**config.mk**
```make
export PLATFORM = sky130hd
export DESIGN_NAME = tcdm_bank_rr_arbiter
export DESIGN_NICKNAME = d
export VERILOG_FILES = /design/src/rtl/tcdm_bank_rr_arbiter.sv
export SDC_FILE = /design/constraint.sdc
export NUM_CORES = 1
export LEC_CHECK = 0
export BUFFER_PORTS_ARGS = -buffer_cell sky130_fd_sc_hd__buf_2
export CAP_MARGIN = 0
export CORE_AREA = 2 2 564 566
export CTS_CLUSTER_DIAMETER = 80
export DETAILED_ROUTE_END_ITERATION = 6
export DIE_AREA = 0 0 566 568
export RECOVER_POWER = 50
export SYNTH_ARGS = -nofsm -noshare
export SYNTH_HDL_FRONTEND = slang
export SYNTH_SLANG_ARGS = --single-unit
```
**constraint.sdc**
```tcl
create_clock -name clk_i -period 7.05 [get_ports clk_i]
set_input_delay 1.7625 -clock clk_i [delete_from_list [all_inputs] [get_ports clk_i]]
set_output_delay 1.7625 -clock clk_i [all_outputs]
set_load 0.02 [all_outputs]
```
**src/rtl/tcdm_bank_rr_arbiter.sv**
```systemverilog
// Per-bank round-robin arbiter for the TCDM log interconnect with a fixed-latency
// response-ID pipeline. Optional priority qualifier enabled by `define TCDM_ARB_PRIO_EN.

module tcdm_bank_rr_arbiter_lane #(
    parameter int unsigned PTR_W = 1,
    parameter int unsigned LANE  = 0,
    parameter int unsigned REQ_W = 1
) (
    input  logic [PTR_W-1:0] win_id,
    input  logic             hs,
    input  logic             rsp_vld,
    input  logic [PTR_W-1:0] rsp_id,
    input  logic [REQ_W-1:0] req_in,
    output logic             gnt,
    output logic             r_valid,
    output logic [REQ_W-1:0] req_sel
);

    logic sel;

    assign sel     = (win_id == PTR_W'(LANE));
    assign gnt     = sel & hs;
    assign r_valid = rsp_vld & (rsp_id == PTR_W'(LANE));
    // Zero unselected lanes so the bank mux reduces to a plain OR.
    assign req_sel = sel ? req_in : '0;

endmodule

module tcdm_bank_rr_arbiter #(
    parameter int unsigned N_MASTER       = 16,
    parameter int unsigned DATA_WIDTH     = 32,
    parameter int unsigned BE_WIDTH       = DATA_WIDTH/8,
    parameter int unsigned ADDR_MEM_WIDTH = 12,
    parameter int unsigned RESP_LAT       = 1
) (
    input  logic                                     clk_i,
    input  logic                                     rst_ni,
    input  logic [N_MASTER-1:0]                      data_req_i,
    input  logic [N_MASTER-1:0][ADDR_MEM_WIDTH-1:0]  data_add_i,
    input  logic [N_MASTER-1:0]                      data_wen_i,
    input  logic [N_MASTER-1:0][DATA_WIDTH-1:0]      data_wdata_i,
    input  logic [N_MASTER-1:0][BE_WIDTH-1:0]        data_be_i,
`ifdef TCDM_ARB_PRIO_EN
    input  logic [N_MASTER-1:0]                      prio_i,
`endif
    output logic [N_MASTER-1:0]                      data_gnt_o,
    output logic [N_MASTER-1:0]                      data_r_valid_o,
    output logic [N_MASTER-1:0][DATA_WIDTH-1:0]      data_r_rdata_o,
    output logic                                     data_req_o,
    output logic [ADDR_MEM_WIDTH-1:0]                data_add_o,
    output logic                                     data_wen_o,
    output logic [DATA_WIDTH-1:0]                    data_wdata_o,
    output logic [BE_WIDTH-1:0]                      data_be_o,
    input  logic                                     data_gnt_i,
    input  logic [DATA_WIDTH-1:0]                    data_r_rdata_i
);

    localparam int unsigned PTR_W = (N_MASTER > 1) ? $clog2(N_MASTER) : 1;

    typedef struct packed {
        logic [ADDR_MEM_WIDTH-1:0] add;
        logic                      wen;
        logic [DATA_WIDTH-1:0]     wdata;
        logic [BE_WIDTH-1:0]       be;
    } bank_req_t;

    localparam int unsigned REQ_W = $bits(bank_req_t);

    logic [PTR_W-1:0]                rr_ptr;
    logic [PTR_W-1:0]                ptr_nxt;
    logic [PTR_W-1:0]                win_id;
    logic                            found;
    logic                            hs;
    logic [N_MASTER-1:0]             cand;
    logic [N_MASTER-1:0][REQ_W-1:0]  lane_req;
    logic [N_MASTER-1:0][REQ_W-1:0]  lane_sel;
    bank_req_t                       bank_req;
    logic [RESP_LAT-1:0]             vld_pipe;
    logic [RESP_LAT-1:0][PTR_W-1:0]  id_pipe;

`ifdef TCDM_ARB_PRIO_EN
    logic [N_MASTER-1:0] prio_req;

    // Prioritised requesters narrow the candidate set; none prioritised means all compete.
    assign prio_req = data_req_i & prio_i;
    assign cand     = (|prio_req) ? prio_req : data_req_i;
`else
    assign cand = data_req_i;
`endif

    assign data_req_o = |data_req_i;
    assign hs         = data_req_o & data_gnt_i;

    // Cyclic search: first candidate at/above rr_ptr, else first candidate from 0.
    always_comb begin
        win_id = '0;
        found  = 1'b0;
        for (int i = 0; i < N_MASTER; i++) begin
            if (!found && cand[i] && (PTR_W'(i) >= rr_ptr)) begin
                win_id = PTR_W'(i);
                found  = 1'b1;
            end
        end
        for (int i = 0; i < N_MASTER; i++) begin
            if (!found && cand[i]) begin
                win_id = PTR_W'(i);
                found  = 1'b1;
            end
        end
    end

    assign ptr_nxt = (win_id == PTR_W'(N_MASTER-1)) ? '0 : win_id + PTR_W'(1);

    for (genvar l = 0; l < N_MASTER; l++) begin : g_lane
        assign lane_req[l] = {data_add_i[l], data_wen_i[l], data_wdata_i[l], data_be_i[l]};
        assign data_r_rdata_o[l] = data_r_rdata_i;

        tcdm_bank_rr_arbiter_lane #(
            .PTR_W (PTR_W),
            .LANE  (l),
            .REQ_W (REQ_W)
        ) u_lane (
            .win_id  (win_id),
            .hs      (hs),
            .rsp_vld (vld_pipe[RESP_LAT-1]),
            .rsp_id  (id_pipe[RESP_LAT-1]),
            .req_in  (lane_req[l]),
            .gnt     (data_gnt_o[l]),
            .r_valid (data_r_valid_o[l]),
            .req_sel (lane_sel[l])
        );
    end

    always_comb begin
        bank_req = '0;
        for (int i = 0; i < N_MASTER; i++) begin
            bank_req = bank_req | bank_req_t'(lane_sel[i]);
        end
    end

    assign data_add_o   = bank_req.add;
    assign data_wen_o   = bank_req.wen;
    assign data_wdata_o = bank_req.wdata;
    assign data_be_o    = bank_req.be;

    // Response tracking never stalls: the bank returns data exactly RESP_LAT cycles later.
    always_ff @(posedge clk_i or negedge rst_ni) begin
        if (!rst_ni) begin
            rr_ptr   <= '0;
            vld_pipe <= '0;
            id_pipe  <= '0;
        end else begin
            if (hs) rr_ptr <= ptr_nxt;
            vld_pipe[0] <= hs;
            id_pipe[0]  <= win_id;
            for (int s = 1; s < RESP_LAT; s++) begin
                vld_pipe[s] <= vld_pipe[s-1];
                id_pipe[s]  <= id_pipe[s-1];
            end
        end
    end

endmodule

```
# Word-level counts from Yosys, hierarchy flattened
# Index checks and enable logic that the tools add are counted.
word_totals:
  ff_bits: 9
  inputBits: 835
  out_inout_bits: 594
  wordCells: 258
classes:
  addsub: 1
  order_cmp: 16
  eq_ne: 30
  n_mux: 79
  bitwise_logic: 48
  n_reduce_logical: 81
op_table:
  columns: ["op", "n"]
  rows:
  - ["$mux 49", 16]
  - ["$or 49x49->49", 15]
  - ["$mux 4", 30]
  - ["$eq 4x4->1 const B", 16]
  - ["$logic_and 1x1->1", 47]
  - ["$and 1x1->1", 33]
  - ["$eq 4x3->1 const B", 8]
  - ["$ge 4x4->1 const A", 8]
  - ["$mux 1", 32]
  - ["$logic_not 1->1", 31]
  - ["$eq 4x2->1 const B", 4]
  - ["$ge 3x4->1 const A", 4]
  - ["$reduce_or 16->1", 1]
  - ["$eq 4x1->1 const B", 2]
  - ["$ge 1x4->1 const A", 2]
  - ["$ge 2x4->1 const A", 2]
  - ["$logic_not 4->1", 2]
  - ["$add 4x1->4 const B", 1]
  - ["$mux 2", 1]

# Depth between registers and ports, before layout
depth:
  word_depth: 128
  mapped_depth: 17

# Modules after synthesis
# From an unflattened synthesis, not the netlist that was laid out.
hier_totals:
  hier_cells: 1831
  area_unflattened_um2: 13186.4
modules_own_cells:
  columns: ["mod", "n_inst", "cells_per_inst", "area_per_inst_um2", "seq_area_each_um2"]
  rows:
  - ["tcdm_bank_rr_arbiter", 1, 902, 6505.0, 225.2]
  - ["tcdm_bank_rr_arbiter_lane (g_lane[10].u_lane ...)", 8, 58, 421.7, 0.0]
  - ["tcdm_bank_rr_arbiter_lane (g_lane[0].u_lane ...)", 3, 58, 406.6, 0.0]
  - ["tcdm_bank_rr_arbiter_lane (g_lane[11].u_lane ...)", 2, 58, 425.4, 0.0]
  - ["tcdm_bank_rr_arbiter_lane (g_lane[1].u_lane ...)", 2, 58, 410.4, 0.0]
  - ["tcdm_bank_rr_arbiter_lane (g_lane[15].u_lane)", 1, 59, 416.6, 0.0]

# Worst setup path before layout
# No wires, ideal clock.
synth_path:
  kind: "input to output"
  from: "input port data_req_i[5]"
  to: "output port data_wdata_o[26]"
  arrival_time_ns: 5.127
  slack_ns: 0.161
  stages: 17
  path_buffers: 4
  path_cell_list: "buf_2 -> or4_1 -> nor3_2 -> nand2_1 -> nor2_1 -> nand3_2 -> or3b_1 -> o221a_4 -> inv_1 -> ha_1 -> clkbuf_1 -> clkbuf_1 -> clkbuf_1 -> nand3_1 -> nand3_1 -> a21oi_1 -> o2bb2ai_1"
synth_via:
  elab_chain_len: 108
synth_lines:
  columns: ["element", "line_no", "source"]
  rows:
  - ["start, declared", "38", "input logic [N_MASTER-1:0] data_req_i,"]
  - ["$logic_and 1x1->1 (2 in series)", "99", "if (!found && cand[i] && (PTR_W'(i) >= rr_ptr)) begin"]
  - ["$mux 1", "99", null]
  - ["$logic_not 1->1", "99", null]
  - ["$logic_and 1x1->1 (2 in series)", "99", null]
  - ["$mux 1", "99", null]
  - ["$logic_not 1->1", "99", null]
  - ["$logic_and 1x1->1 (2 in series)", "99", null]
  - ["$mux 1", "99", null]
  - ["[... 77 more ...]", null, null]
  - ["$logic_not 1->1", "105", "if (!found && cand[i]) begin"]
  - ["$logic_and 1x1->1", "105", null]
  - ["$mux 4 *", "105", null]
  - ["named net g_lane[0].u_lane.win_id[0]", "9", "input logic [PTR_W-1:0] win_id,"]
  - ["$eq 4x1->1 or $logic_not 4->1 (tied branches)", "21", "assign sel = (win_id == PTR_W'(LANE));"]
  - ["$mux 49", "25", "assign req_sel = sel ? req_in : '0;"]
  - ["$or 49x49->49 (14 in series)", "137", "bank_req = bank_req | bank_req_t'(lane_sel[i]);"]
  - ["$or 49x49->49 *", "137", null]
  - ["end, declared", "52", "output logic [DATA_WIDTH-1:0] data_wdata_o,"]
# Mark *: on every way through the listed nets, which the timed path passes. The rest lies on a longest branch.

# Worst setup path after layout
layout_path:
  from: "input port data_req_i[0]"
  to: "output port data_wdata_o[2]"
layout_via:
  elab_chain_len: 127
layout_lines:
  columns: ["element", "line_no"]
  rows:
  - ["$logic_and 1x1->1", "99"]
  - ["$mux 1", "99"]
  - ["$logic_not 1->1", "99"]
  - ["$logic_and 1x1->1 (2 in series)", "99"]
  - ["$mux 1", "99"]
  - ["$logic_not 1->1", "99"]
  - ["$logic_and 1x1->1 (2 in series)", "99"]
  - ["$mux 1", "99"]
  - ["[... 96 more ...]", null]
  - ["$mux 1", "105"]
  - ["$logic_not 1->1", "105"]
  - ["$logic_and 1x1->1", "105"]
  - ["$mux 4 *", "105"]
  - ["$eq 4x1->1 or $logic_not 4->1 (tied branches)", "21"]
  - ["$mux 49", "25"]
  - ["$or 49x49->49 (14 in series)", "137"]
  - ["$or 49x49->49 *", "137"]
# Mark *: on every way between the ends. The rest lies on a longest branch, timed or not.

==> impl_results.md <==
- Status: finished, violations left
- Failing checks: design-rule violations, negative setup slack
- Avg Cell Area, Syn: roughly 7.2 µm²
- Crit-path cells: buf_6, or4_4, nor3_4, nand2_2, nor2_4, nand3_2, or3b_1, o221a_4, buf_6, ha_4, buf_12, buf_4, buf_8, a222oi_1, o221ai_1, a32o_2, buf_6
- Hold-fix buffers, CTS: 0
- Static leakage: approximately 0.008 µW
- Total power draw: around 16,000 µW
- Total track usage: 0.104
- CP delay by family, top: simple AND/OR/NAND/NOR gates
- Final setup violation count: 50
- Yosys warning count: 0
- Clock Sinks: 9
- Slowest CP cell: a222oi_1
- Clk pwr share: 0.007
- IO Pins: ~1,400
- Final #Nets: 2,914
- Vias per inst: around 2.6
- VDD IR max: 0.294 mV
- Slew HR: 0.170
- Avg WL per Cell: between 20 and 30 µm
- Worst path most repeated cell: buf_6
- Max-Cap Viols: 0
- Via count: 16,400
- PwrDens: 731 mW/mm²
- Register share of total power: 0.010
- # rows: 207
- Dpl hpwl: between 150,000 and 200,000 µm
- Die Wd: about 570 µm
- Share of cells above drive strength 1: 0.661
- Post-synthesis sequential area ratio: 0.0205
- H-tree Lvls: 1
- Pre-Repair DR Iteration Count: 7
- Final hold viol count: 0
- Setup crit end kind: primary output
- Clock skew: about 14 ps
- CP peak stage delay: approximately 750 ps
- Die area: roughly 0.32 mm²
- Clk root buf: clkbuf_16
- First-pass GRT wire length: 210,000 µm
- Slew Limit Fails: 0
- Largest fanout on the critical path: 7
- Crit start category: input pin
- Synth top area share: 0.378
- GRT overflow: 0
- GP Congestion: approximately 0.99
- Core Area: 0.316 mm²
- Most frequent cell after synthesis: buf_4
- Crit path arrival time: 5970 ps
- PortBufs: around 880
- Largest area contributor in the netlist: buf_4
- Internal Power: about 6800 µW
- Die Span Y: approximately 570 µm
- DRC viols: 22
- RSZ-0062 raised after global routing: yes
- Comb pwr share: 0.983
- Antenna Nets Post-Route: 0
- Net Sw Frac: 0.565
- Main area contributors after synthesis: buf_4, a222oi_1, a22oi_1, mux2i_1, nand3_1
- Area delta synth->final: 94.2%
- Initial DRC Count: between 2,000 and 2,500
- Worst Tran Pin Value: 1250 ps
- Vias in the first global route: roughly 16,000
- Largest net degree at the start of global routing: 63
- Kind of critical path: input pin to primary output
- Fin crit share: 1.10
- Post-synth top cells: buf_4, a222oi_1, a22oi_1
- Maximum root-to-sink buffer count: 2
- Worst-path clk slew: 40 ps
- Worst-Skew Late Latency: around 250 ps
- Syn Std Cell Area: 0.0110 mm²
- FFs w/ async S/R, synth: 1.00
- Starting Density: 0.0347
- Antenna violations before repair: around 260
- Hold crit path type: register to register
- Netlist cell types: 76
- Top FF cell, synth: dfrtp_1
- Buffer and inverter count on the worst path: 6
- Setup ws final: -680 ps
- Synthesized instance count: ~1,500
- Worst Path Required: between 5000 and 6000 ps
- Cts bufs inserted: 3
- Routed wire length: between 150,000 and 200,000 µm
- CTS tree: done
- Mapped Nets: 2,356
- Post-synth EDFFs: 0
- Minimum clock period: 7730 ps
- Max Freq: 129 MHz
- Setup WS pre-CTS: -1450 ps
- Psw: a little under 9000 µW
- #FFs+latches synth: 9
## cell type report
cell class                 count  area [µm²]
antenna                       85         213
clock buffer                   4        78.8
fill                       37300      295000
inverter                      17        87.6
multi-input combinational    816        6900
sequential                     9         225
tap                         4180        5230
timing repair buffer        1228        8590
## flip-flops by register name, summed over array words and instances, names as in the netlist
| signal | cells |
|---|---|
| rr_ptr | 4 |
| id_pipe | 4 |
| vld_pipe | 1 |
## logic make-up (layout without fill, tap and decap cells)
logic type,Yosys count,count (layout),synth area share
AOI/OAI and AO/OA,475,475,0.356
muxes,79,79,0.0736
buffers and inverters,692,1249,0.429
other,0,85,0
and+or+nand+nor,257,257,0.115
DFF,9,9,0.0205
adders and majority gates,4,4,0.00456
xor gates and xnor gates,1,1,0.000798
## worst reg2reg max path, delay by kind of cell, from the launching register on
kind            cells  cell delay [ps]
buf+inv             5              780
compound gates      4              720
flops               1              790
simple gates        6             1230
fa+ha+maj           1              190
## cells in the final DEF, fill, tap and decap left out, drive strengths merged, types with 6 or more instances in the layout
cell	n
and2	12
o22ai	10
a31oi	15
a21oi	34
nor4	7
o2111ai	12
o221ai	29
a221oi	37
o21ai	34
nor2	43
a221o	8
diode	85
nand2b	6
a41oi	6
a22oi	89
buf	1209
dfrtp	9
a32o	10
mux2i	65
o22a	7
nor3	21
a22o	26
a211o	9
inv	14
mux2	14
a211oi	11
nand3	68
clkbuf	23
a311o	6
o211ai	6
nand2	78
a32oi	8
a222oi	93
## through the flow
stage	cell area [µm²]	hold WS [ps]	setup TNS, ps	cells	utilization
after detailed placement	18700	832	-40590	6157	0.0590
after CTS	20600	837	-20540	6227	0.0651
after global routing	21200	927	-28120	6299	0.0671
after global placement	18700	822	-41890	6157	0.0590
final	21300	856	-20140	6339	0.0674
after floorplan	11000	676	0	1517	-
## what timing repair did
item,CTS,global route
resized for setup,251,97
gates cloned,6,1
setup endpoints to repair,56,56
setup buffers,62,37
pin swaps,101,89
## power groups by stage
stage | Sequential, µW | Clock [µW] | Combinational, µW
final | 158 | 106 | 15300
after global routing | 164 | 111 | 16300
after CTS | 155 | 108 | 15400
after detailed placement | 156 | 0 | 12900
after global placement | 156 | 0 | 12900
after floorplan | 101 | 0 | 5410
## layer usage
metal | track usage | part of all wire | vias to the layer above
li1 | - | - | 6532
met1 | 0.107 | 0.34 | 7392
met2 | 0.173 | 0.46 | 1714
met3 | 0.0585 | 0.14 | 639
met4 | 0.0445 | 0.053 | 152
met5 | 0.00892 | 0.0059 | -
## final timing paths
check                      cells past startpoint           from  slack [ps]         endpoint
setup / recovery                              17  data_req_i[0]        -680  data_wdata_o[2]
hold reg to reg                                2      rr_ptr[2]         860        rr_ptr[2]
hold / removal                                 2      rr_ptr[2]         860        rr_ptr[2]
max in group asynchronous                      1         rst_ni        5070        rr_ptr[3]
setup reg to reg                              16      rr_ptr[1]        3220        rr_ptr[0]
min in group asynchronous                      1         rst_ni        1530       id_pipe[1]
(Power assumes the default switching activity.)
